`src/rtl/muldiv_unit.sv`:
```
// Multi-cycle unsigned multiply/divide unit: shift-add multiply and restoring divide,
// one step per clock, result returned to the register file as a one-cycle write strobe.
module muldiv_unit #(
    parameter int DATA_W     = 16,
    parameter int REG_ADDR_W = 3
) (
    input  logic                  clk,
    input  logic                  reset,
    input  logic                  start,
    input  logic [1:0]            op,
    input  logic [DATA_W-1:0]     operand_a,
    input  logic [DATA_W-1:0]     operand_b,
    input  logic [REG_ADDR_W-1:0] dest_reg,
    output logic                  busy,
    output logic                  done,
    output logic [DATA_W-1:0]     result,
    output logic                  reg_write,
    output logic [REG_ADDR_W-1:0] write_reg,
    output logic [DATA_W-1:0]     write_data
);

    localparam int CNT_W = $clog2(DATA_W);

    localparam logic [1:0] S_IDLE = 2'd0;
    localparam logic [1:0] S_RUN  = 2'd1;
    localparam logic [1:0] S_DONE = 2'd2;

    localparam logic [1:0] OP_MUL  = 2'b00;
    localparam logic [1:0] OP_MULH = 2'b01;
    localparam logic [1:0] OP_DIVU = 2'b10;
    localparam logic [1:0] OP_REMU = 2'b11;

    logic [1:0]            r_state;
    logic [CNT_W-1:0]      r_cnt;
    logic [1:0]            r_op;
    logic [DATA_W-1:0]     r_a;      // multiplicand, or dividend shifting into quotient
    logic [DATA_W-1:0]     r_b;      // multiplier (shifts out MSB-first), or divisor
    logic [2*DATA_W-1:0]   r_acc;    // product, or remainder in the low DATA_W+1 bits
    logic [REG_ADDR_W-1:0] r_dest;

    logic [2*DATA_W-1:0]   w_mul_acc;
    logic [DATA_W:0]       w_shift;
    logic [DATA_W:0]       w_trial;
    logic                  w_q_bit;
    logic [DATA_W:0]       w_rem;
    logic [2*DATA_W-1:0]   w_acc_nxt;
    logic [DATA_W-1:0]     w_a_nxt;
    logic [DATA_W-1:0]     w_b_nxt;
    logic [DATA_W-1:0]     w_sel;

    assign w_mul_acc = {r_acc[2*DATA_W-2:0], 1'b0}
                     + (r_b[DATA_W-1] ? {{DATA_W{1'b0}}, r_a} : '0);

    assign w_shift = {r_acc[DATA_W-1:0], r_a[DATA_W-1]};
    assign w_trial = w_shift - {1'b0, r_b};
    assign w_q_bit = (w_shift >= {1'b0, r_b});
    assign w_rem   = w_q_bit ? w_trial : w_shift;

    always_comb begin
        w_acc_nxt = w_mul_acc;
        w_a_nxt   = r_a;
        w_b_nxt   = r_b << 1;
        if (r_op[1]) begin
            w_acc_nxt = {{(DATA_W-1){1'b0}}, w_rem};
            w_a_nxt   = {r_a[DATA_W-2:0], w_q_bit};
            w_b_nxt   = r_b;
        end
    end

    always_comb begin
        w_sel = '0;
        case (r_op)
            OP_MUL:  w_sel = w_acc_nxt[DATA_W-1:0];
            OP_MULH: w_sel = w_acc_nxt[2*DATA_W-1:DATA_W];
            OP_DIVU: w_sel = w_a_nxt;
            OP_REMU: w_sel = w_acc_nxt[DATA_W-1:0];
            default: w_sel = '0;
        endcase
    end

    always_ff @(posedge clk) begin
        if (reset) begin
            r_state    <= S_IDLE;
            r_cnt      <= '0;
            r_op       <= '0;
            r_a        <= '0;
            r_b        <= '0;
            r_acc      <= '0;
            r_dest     <= '0;
            busy       <= 1'b0;
            done       <= 1'b0;
            result     <= '0;
            reg_write  <= 1'b0;
            write_reg  <= '0;
            write_data <= '0;
        end else begin
            case (r_state)
                S_IDLE: begin
                    if (start) begin
                        r_op    <= op;
                        r_a     <= operand_a;
                        r_b     <= operand_b;
                        r_dest  <= dest_reg;
                        r_acc   <= '0;
                        r_cnt   <= '0;
                        busy    <= 1'b1;
                        r_state <= S_RUN;
                    end
                end
                S_RUN: begin
                    r_acc <= w_acc_nxt;
                    r_a   <= w_a_nxt;
                    r_b   <= w_b_nxt;
                    r_cnt <= r_cnt + CNT_W'(1);
                    // Final step publishes the result computed from this step's next values
                    if (r_cnt == CNT_W'(DATA_W-1)) begin
                        r_state    <= S_DONE;
                        done       <= 1'b1;
                        result     <= w_sel;
                        write_data <= w_sel;
                        write_reg  <= r_dest;
                        reg_write  <= (r_dest != '0);
                    end
                end
                S_DONE: begin
                    r_state   <= S_IDLE;
                    busy      <= 1'b0;
                    done      <= 1'b0;
                    reg_write <= 1'b0;
                end
                default: r_state <= S_IDLE;
            endcase
        end
    end

endmodule

```
`config.mk`:
```
export PLATFORM = sky130hd
export DESIGN_NAME = muldiv_unit
export DESIGN_NICKNAME = d
export VERILOG_FILES = /design/src/rtl/muldiv_unit.sv
export SDC_FILE = /design/constraint.sdc
export NUM_CORES = 1
export LEC_CHECK = 0
export BUFFER_PORTS_ARGS = -buffer_cell sky130_fd_sc_hd__clkbuf_2
export CAP_MARGIN = 20
export CELL_PAD_IN_SITES_DETAIL_PLACEMENT = 1
export CELL_PAD_IN_SITES_GLOBAL_PLACEMENT = 1
export CORE_MARGIN = 2
export CORE_UTILIZATION = 47
export CTS_CLUSTER_DIAMETER = 30
export DETAILED_ROUTE_END_ITERATION = 8
export MAX_ROUTING_LAYER = met4
export PLACE_DENSITY_LB_ADDON = 0.1
export SLEW_MARGIN = 20
export SYNTH_ARGS = -nofsm -noshare
export SYNTH_HDL_FRONTEND = slang
export SYNTH_SLANG_ARGS = --single-unit
```
`constraint.sdc`:
```
create_clock -name clk -period 6.6 [get_ports clk]
set_clock_uncertainty 0.1 [all_clocks]
set_input_delay 0 -clock clk [delete_from_list [all_inputs] [get_ports clk]]
set_output_delay 0 -clock clk [all_outputs]
set_load 0.02 [all_outputs]
```
==> results of run 1 <==
[cell type report]
type                    instances  area [um^2]  share of cell area, %
multi-input cells             647         4180                   54.8
flip-flops and latches         96         1920                   25.2
repair buffers                124          833                   10.9
clock buffers                  10          239                   3.14
well taps                     180          225                   2.95
inverters                      33          124                   1.63
clock inverters                 6          101                   1.33
[worst register-to-register path, delay by kind of cell, from the launching register on]
| kind | cells | cell delay (ps) |
|---|---|---|
| simple gates | 4 | 550 |
| compound gates | 5 | 1280 |
| fa+ha+maj | 2 | 620 |
| xor+xnor | 1 | 180 |
| flops | 1 | 620 |
| buf+inv | 1 | 60 |
[per-layer routing]
metal / routed length [um] / global-route usage [%] / vias up
met5: 0 / - / -
met4: 562 / 9.84 / 0
met3: 1130 / 4.54 / 41
met2: 11300 / 52.3 / 194
met1: 10400 / 42.1 / 3346
li1: - / - / 3172
[power breakdown]
part	leakage, nW	internal, mW	total, mW	switching [mW]
clock network	0.162	0.348	0.598	0.250
registers	0.783	0.605	0.640	0.0355
logic	2.09	0.164	0.432	0.268
total	3.03	1.12	1.67	0.553
[worst min path at each step]
| stage | endpoint | slack (ps) | cells past startpoint |
|---|---|---|---|
| floorplan | r_dest[2] | 40 | 2 |
| global placement | r_dest[1] | 120 | 3 |
| detailed placement | r_dest[0] | 140 | 3 |
| CTS | r_acc[21] | 290 | 3 |
| global route | r_acc[26] | 340 | 3 |
| finish | r_acc[21] | 290 | 3 |
[metrics by stage]
stage	power [mW]	std cells	hold slack (ps)	instance area [um^2]
after floorplan	0.931	849	36.0	6550
after global placement	1.04	1042	123	6890
after detailed placement	1.05	1042	138	6890
after CTS	1.67	1096	293	7610
after global routing	1.74	1096	339	7620
final	1.67	1096	292	7620
[kinds of logic (layout without fill, tap and decap cells)]
group,after synthesis,after routing,synth area share [%]
fa+ha+maj,36,36,7.11
flops,96,96,29.4
xor+xnor,35,35,4.80
simple gates,311,311,21.5
mux,25,25,3.94
compound gates,240,240,26.1
buf+inv,106,173,7.13
[repair_timing]
| action | in CTS | in global routing |
|---|---|---|
| endpoints found under the hold margin | 38 | 0 |
| hold buffers | 38 | 0 |
| setup buffers | 0 | 0 |
| gates resized for setup | 0 | 0 |
[cell usage in the layout (no fill, tap or decap), types with 19 or more instances in the layout]
cell,instances
nand2_1,90
ha_1,34
nor3_1,19
o21ai_0,27
mux2i_1,19
inv_1,32
xnor2_1,25
a21oi_1,74
nand3_1,28
dlygate4sd3_1,38
clkbuf_2,76
nor2_1,108
dfxtp_1,95
==> run metrics, run 1 <==
dpl hpwl 16.0 mm; outcome finished clean; number of synthesized register bits 96; worst reg2reg setup slack between 3000 and 4000 ps; final worst slack 3030 ps; die area 0.0149 mm^2; first-pass GRT wire length approximately 36 mm; Area Growth Syn to Fin 16.4%; RSZ-0062 raised after global routing false; share of layout cells above drive strength 1 between 10% and 20%; fmax around 280 MHz; Crit. path cell count 13; ys async rst share 0%; Die Span Y ~120 um; Yosys top cell area share 29.4%; DR vias 6753; Clock Tree Root clkbuf_16; drt drc 0; max-cap violations 0; Worst Setup EP write_data[7]; H-tree levels 3; Yosys warnings 0; Final nets 987; Rel. slew slack 30.7%; TritonCTS Buffers 9; die width 122 um; clock slew at reported path FFs ~80 ps; Critical Path Max Stage Delay 620 ps; final design utilization 55.6%; routed len/inst 21.3 um; syn nets 925; RePlAce Congestion 0.900; Reg2Reg Depth 13; area leader, netlist dfxtp_1; Largest register FFs 31; GRT overflow 0; Pins Over Slew Limit 0; top cells by area, synth dfxtp_1, ha_1, nor2_1; row count 43; number of global-route vias before repair 6608; Max VDD drop 0.000153 V; Mapped Cells approximately 850; Leakage 3.03 nW; number of flops mapped to enable cells by yosys 0; syn avg cell area 7.71 um^2; critical path cell sequence and2_1 -> ha_1 -> inv_1 -> fa_1 -> nor2b_4 -> o31a_4 -> o22a_4 -> a311oi_4 -> a211oi_4 -> nand2_1 -> xnor2_1 -> a221oi_1 -> nor3_1; dpl ws about 3100 ps; Pwr Density 219 mW/mm^2; Detailed Routing Iterations Pass 1 6; setup violators final 0; I/O Buffers 77; endpoint type of the worst setup path flip-flop; Synth top cells by count nor2_1, dfxtp_1, nand2_1, a21oi_1, clkbuf_1; IO Count 78; clk sink count 96; Synth Flop Type dfxtp_1; CTS tree yes; Buf/Inv on CP 1; fill cell count ~1700; count leader, synth nor2_1; pin count of the biggest net entering global routing slightly below 100; critical path peak fanout 17; final wirelength 23.3 mm; CP max stage cell dfxtp_1; clock buffer depth 2; CP Launch Type flip-flop; clk_lat worst skew 360 ps; Final Hold Fails 0; Crit path required time approximately 6700 ps; initial antenna violation count 0; Cell Area, Synth 0.00655 mm^2; count of cell types in the netlist 69; Seq/Total Area, Yosys a little under 30%; Crit Path Category reg -> reg; Worst path top cell family by delay compound AO/OA/AOI/OAI gates; Setup TNS 0 ps; GRT Resource Usage Total 32.4%; Slew @ Worst Pin 1040 ps; Hold Crit Start reset; Crit Reg-Reg Startpoint r_b[15]; Initial DRC Count approximately 610; core area 0.0137 mm^2; Worst Hold Class in -> reg; DR vias/cell 6.16; minimum clock period approximately 3600 ps; final worst-path cycle share 54.1%; ANT cells 0; Starting Density 47.7%; crit path DAT 3670 ps; Routed Antenna Nets 0; Critical Path Start r_b[15]; R2R Path End write_data[7]; Largest Register r_acc
No activity file was read; power rests on OpenSTA's default activity.
==> run 2: changes to the inputs <==
--- a/config.mk
+++ b/config.mk
@@ -5,12 +5,13 @@
 export SDC_FILE = /design/constraint.sdc
 export NUM_CORES = 1
 export LEC_CHECK = 0
+export ABC_AREA = 1
 export BUFFER_PORTS_ARGS = -buffer_cell sky130_fd_sc_hd__clkbuf_2
 export CAP_MARGIN = 20
 export CELL_PAD_IN_SITES_DETAIL_PLACEMENT = 1
 export CELL_PAD_IN_SITES_GLOBAL_PLACEMENT = 1
 export CORE_MARGIN = 2
-export CORE_UTILIZATION = 47
+export CORE_UTILIZATION = 38
 export CTS_CLUSTER_DIAMETER = 30
 export DETAILED_ROUTE_END_ITERATION = 8
 export MAX_ROUTING_LAYER = met4
==> constraint.sdc (replaced) <==
create_clock -name clk -period 3.2 [get_ports clk]
set_clock_uncertainty 0.1 [all_clocks]
set_input_delay 0 -clock clk [delete_from_list [all_inputs] [get_ports clk]]
set_output_delay 0 -clock clk [all_outputs]
set_load 0.02 [all_outputs]
==> run 2 against run 1 <==
  * Combinational power increased by 130%
  * Global-route usage decreased by 4.9 points
  * Highest routed layer unchanged
  * Cell count rose by 37%
  * Synthesized cell count is 40% higher
  * Via count increased by 15%
  * Non-clock buffer count rose by 2
  * Sequential power grew 100%
  * Power rose by 110%
  * Sequential share of layout area down 2.2 points
  * Largest cell class unchanged
  * Routed wire length increased by 12%
==> run metrics, run 2 <==
Largest Register r_acc; critical path cell sequence inv_1 -> ha_1 -> a21oi_1 -> o21a_1 -> nand2_2 -> nor2_4 -> nand2_4 -> inv_1 -> nand2_1 -> nand3_1 -> nand3_1 -> nand2_1 -> nand2_1 -> a21oi_2; final worst-path cycle share 90.0%; H-tree levels 3; clock slew at reported path FFs 80 ps; Crit path required time 3390 ps; Net Sw Frac 38.4%; IO Count between 70 and 80; most frequent cells in the layout nand2_1, inv_1, nand3_1; CP max stage cell ha_1; minimum clock period 2880 ps; Gate power share between 20% and 30%; first-pass GRT wire length 42.3 mm; syn nets between 1000 and 1500; GRT overflow 0; CTS tree yes; worst reg2reg setup slack 320 ps; share of layout cells above drive strength 1 11.7%; I/O Buffers 77; Mapped Cells ~1200; Final Hold Fails 0; clk sink count 96; setup violators final 0; Hold Crit Start start; Starting Density 38.8%; Reg2Reg Depth 14; Leakage 3.93 nW; Clock Tree Root clkbuf_16; Routed Antenna Nets 0; dpl ws 351 ps; Initial DRC Count about 480; Worst path top cell family by delay simple AND/OR/NAND/NOR gates; Max VDD drop ~0.00024 V; Area after DPL 0.00769 mm^2; Critical Path Start r_b[14]; Die Span Y 142 um; count of cell types in the netlist 44; Yosys warnings 0; cell-internal power 2.12 mW; R2R Path End write_data[12]; outcome finished clean; worst hold margin 93.5 ps; Area Growth Syn to Fin 15.0%; Detailed Routing Iterations Pass 1 4; initial antenna violation count 0; number of global-route vias before repair roughly 7700; clock buffer depth 2; Crit Reg-Reg Startpoint r_b[14]; Synth Flop Type dfxtp_1; core area ~0.019 mm^2; Crit Path Category reg -> reg; fmax 347 MHz; number of flops mapped to enable cells by yosys 0; critical path peak fanout 23; number of synthesized register bits 96; Synth top cells by count nand2_1, inv_1, nand3_1, dfxtp_1, a21oi_1; worst hold stages 6; CP Launch Type flip-flop; Worst Hold Class in -> reg; count leader, synth nand2_1; sequential cell fraction of total power around 38%; Cell Area, Synth around 0.0073 mm^2; Pwr Density 412 mW/mm^2; ANT cells 0; commonest non-fill, non-tap cell in the layout nand2_1; area leader, netlist dfxtp_1; pin count of the biggest net entering global routing 53; P_sw 1.32 mW; dpl hpwl 19.4 mm; Seq/Total Area, Yosys 26.4%; RePlAce Congestion 0.939; most used cell, CP nand2_1; crit path DAT 3070 ps; Slew @ Worst Pin around 790 ps; Critical Path Max Stage Delay 390 ps; row count 50; GRT Resource Usage Total 27.5%; Yosys top cell area share 26.4%; Hold Path End r_b[0]; final instance area 0.00837 mm^2; Pins Over Slew Limit 0; ys async rst share 0%; final wirelength 26.1 mm; die area 0.0203 mm^2; syn avg cell area around 6.1 um^2; final worst slack 320 ps; die width around 140 um; max-cap violations 0; DR vias 7744; endpoint type of the worst setup path flip-flop; Largest register FFs 31; TritonCTS Buffers 9; Rel. slew slack 47.3%; clock share of power between 30 and 40%; DR vias/cell 5.17; clk_lat worst skew 360 ps; Buf/Inv on CP 2; Setup TNS 0 ps; routed len/inst 17.4 um; Final nets 1335; top cells by area, synth dfxtp_1, nand2_1, inv_1; drt drc 0; RSZ-0062 raised after global routing false
==> run 2: cell families after synthesis <==
kind of cell               share of synthesized area (%)
AOI/OAI and AO/OA                                   15.7
DFF                                                 26.4
adders and majority gates                           6.40
xor gates and xnor gates                            2.41
buffers and inverters                               13.0
and+or+nand+nor                                     36.0
==> run 2: layer usage <==
layer  track usage, %  vias to the layer above  share of wire, %
li1                 -                     3936                 -
met1             39.9                     3642                51
met2             40.9                      143                44
met3             2.89                       23               3.1
met4             6.57                        0               1.8
met5                -                        -                 0
==> run 2: repair_timing <==
| item | CTS | global route |
|---|---|---|
| buffers inserted | 0 | 0 |
| gates resized for setup | 0 | 1 |
| hold buffers | 37 | 0 |
| endpoints found under the setup margin | 0 | 1 |
| hold endpoints to repair | 37 | 0 |
==> run 2: worst max-delay path by stage <==
stage          depth (start not counted)  slack, ps             end
5_1_grt                                8         80         r_b[15]
3_3_place_gp                          16        370   write_data[9]
2_1_floorplan                         19        610   write_data[9]
4_1_cts                               16        310   write_data[9]
6_report                              14        320  write_data[12]
3_5_place_dp                          16        350   write_data[9]
==> run 2: layout make-up <==
| class | count | area, um^2 |
|---|---|---|
| inverter | 158 | 593 |
| tap | 234 | 293 |
| sequential | 96 | 1920 |
| timing repair buffer | 126 | 846 |
| fill | 2552 | 10400 |
| clock inverter | 7 | 77.6 |
| multi-input combinational | 868 | 4410 |
| clock buffer | 9 | 225 |
==> run 2: metrics by stage <==
step                      power (mW)  util [%]  cells
after floorplan                 2.02         -   1186
after global placement          2.27      40.9   1443
after detailed placement        2.29      41.0   1445
after CTS                       3.46      44.6   1498
after global routing            3.65      44.6   1498
final                           3.44      44.6   1498
==> run 2: worst register-to-register path, cell delays in order, from the launching register on <==
cell     delay (ps)
dfxtp_1         360
inv_1           120
ha_1            390
a21oi_1         250
o21a_1          160
nand2_2          70
nor2_4          180
nand2_4         200
inv_1           300
nand2_1          90
nand3_1         140
nand3_1         160
nand2_1         110
nand2_1          80
a21oi_2         110
==> run 2: power by group through the flow <==
| stage | registers [mW] | clock network (mW) | logic, mW |
|---|---|---|---|
| 6_report | 1.30 | 1.13 | 1.01 |
| 5_1_grt | 1.31 | 1.20 | 1.14 |
| 4_1_cts | 1.30 | 1.15 | 1.00 |
| 3_5_place_dp | 1.33 | 0 | 0.959 |
| 3_3_place_gp | 1.33 | 0 | 0.944 |
| 2_1_floorplan | 1.31 | 0 | 0.707 |
==> run 3: changes to the inputs <==
==> constraint.sdc (replaced) <==
create_clock -name clk -period 3.2 [get_ports clk]
set_clock_uncertainty 0.1 [all_clocks]
set_input_delay 0.48 -clock clk [delete_from_list [all_inputs] [get_ports clk]]
set_output_delay 0.48 -clock clk [all_outputs]
set_load 0.02 [all_outputs]
==> run 3 against run 2 <==
  * First-iteration DRC count down 1.5%
  * Clock power about the same
  * Die area unchanged
  * Register-to-register slack better by 20 ps
  * Cell count down 2.4%
  * Critical endpoint is now write_data[9]
==> run metrics, run 3 (synthesized netlist as in run 2, its figures left out) <==
outcome finished clean; share of layout cells above drive strength 1 12.1%; ANT cells 0; final worst-path cycle share between 80% and 90%; final instance area 0.00800 mm^2; H-tree levels 3; Pins Over Slew Limit 0; Clock Tree Root clkbuf_16; Max VDD drop 0.000245 V; Pwr Density 425 mW/mm^2; cell-internal power 2.09 mW; first-pass GRT wire length 40.4 mm; Slew @ Worst Pin 777 ps; sequential cell fraction of total power 38.3%; crit path DAT roughly 3000 ps; Setup TNS 0 ps; Gate power share 28.4%; IO Count slightly below 80; fill cell count about 2600; DR vias/cell 5.21; die width 142 um; Net Sw Frac 38.4%; setup violators final 0; Worst Hold Class in -> reg; Final nets 1299; endpoint type of the worst setup path flip-flop; GRT overflow 0; final wirelength 25.3 mm; Leakage 3.78 nW; clock buffer depth 2; Area after DPL 0.00770 mm^2; RePlAce Congestion 0.923; Largest Register r_acc; clk_lat worst skew 360 ps; Crit path required time 3350 ps; DR vias 7624; initial antenna violation count 0; critical path peak fanout 15; Routed Antenna Nets 0; core area roughly 0.019 mm^2; Rel. slew slack 48.2%; drt drc 0; max-cap violations 0; Crit Path Category reg -> reg; final worst slack 341 ps; Final Hold Fails 0; Post-CTS Repair Setup Buffers 0; RSZ-0062 raised after global routing false; clk sink count between 90 and 100; clock slew at reported path FFs 80 ps; final std cells w/o fill approximately 1500; minimum clock period 2860 ps; die area 0.0203 mm^2; fmax around 350 MHz; Die Span Y 142 um; final design utilization 42.6%; Largest register FFs 31; GRT Resource Usage Total 26.3%; CP Launch Type flip-flop; dpl ws 339 ps; CTS tree yes; Tot Pwr 3.40 mW; TritonCTS Buffers 9; pin count of the biggest net entering global routing 53; row count 50; routed len/inst 17.3 um; commonest non-fill, non-tap cell in the layout nand2_1; placed cells 1446; P_sw 1.31 mW; Area Growth Syn to Fin 9.99%; number of global-route vias before repair between 7000 and 8000; I/O Buffers 77; Initial DRC Count roughly 470; worst hold margin 243 ps; post-cts gate resize count 0; most frequent cells in the layout nand2_1, inv_1, nand3_1; dpl hpwl 19.5 mm; Detailed Routing Iterations Pass 1 5; Starting Density 38.8%; clock share of power 33.3%; Post-CTS Hold Fix Bufs 0
## run 3: cell types whose count changed in the layout (fill, tap and decap cells not counted)
cell	before	now
buf_4	12	13
dlygate4sd3_1	37	0
## run 3: final timing paths
path	endpoint	cells after the start	startpoint	slack (ps)
max reg2reg	write_data[9]	16	r_b[15]	340
min reg2reg	r_cnt[3]	2	r_cnt[3]	380
min	r_dest[0]	3	dest_reg[0]	240
max	write_data[9]	16	r_b[15]	340
## run 3: layer usage
| layer | GRT usage, % | vias to the layer above | wire, um |
|---|---|---|---|
| li1 | - | 3864 | - |
| met1 | 38.4 | 3590 | 13200 |
| met2 | 38.4 | 143 | 10800 |
| met3 | 3.30 | 27 | 970 |
| met4 | 6.46 | 0 | 429 |
| met5 | - | - | 0 |
## run 3: power groups by stage
stage	logic [mW]	clock network (mW)	registers, mW
2_1_floorplan	0.707	0	1.31
3_3_place_gp	0.945	0	1.33
3_5_place_dp	0.956	0	1.33
4_1_cts	0.965	1.15	1.30
5_1_grt	1.09	1.20	1.31
6_report	0.964	1.13	1.30
## run 3: worst max-delay path: stages, from the launching register on
cell and delay [ps]:
dfxtp_1 390, buf_4 210, nand2_1 110, fa_1 450, nand3b_1 210, nand3_1 170
nand2_1 70, nand2_1 180, inv_1 80, o21ai_1 180, nand3_1 120, nand2_1 80
nand2_1 60, nand3_1 90, nand2_1 70, a21oi_1 120, nor2_1 50
## run 3: layout make-up
class                      instances  area (um^2)  area share (%)
multi-input combinational        868         4410            55.1
sequential                        96         1920            24.0
inverter                         158          593            7.41
timing repair buffer              90          483            6.03
tap                              234          293            3.66
clock buffer                       9          225            2.81
clock inverter                     7         77.6           0.969
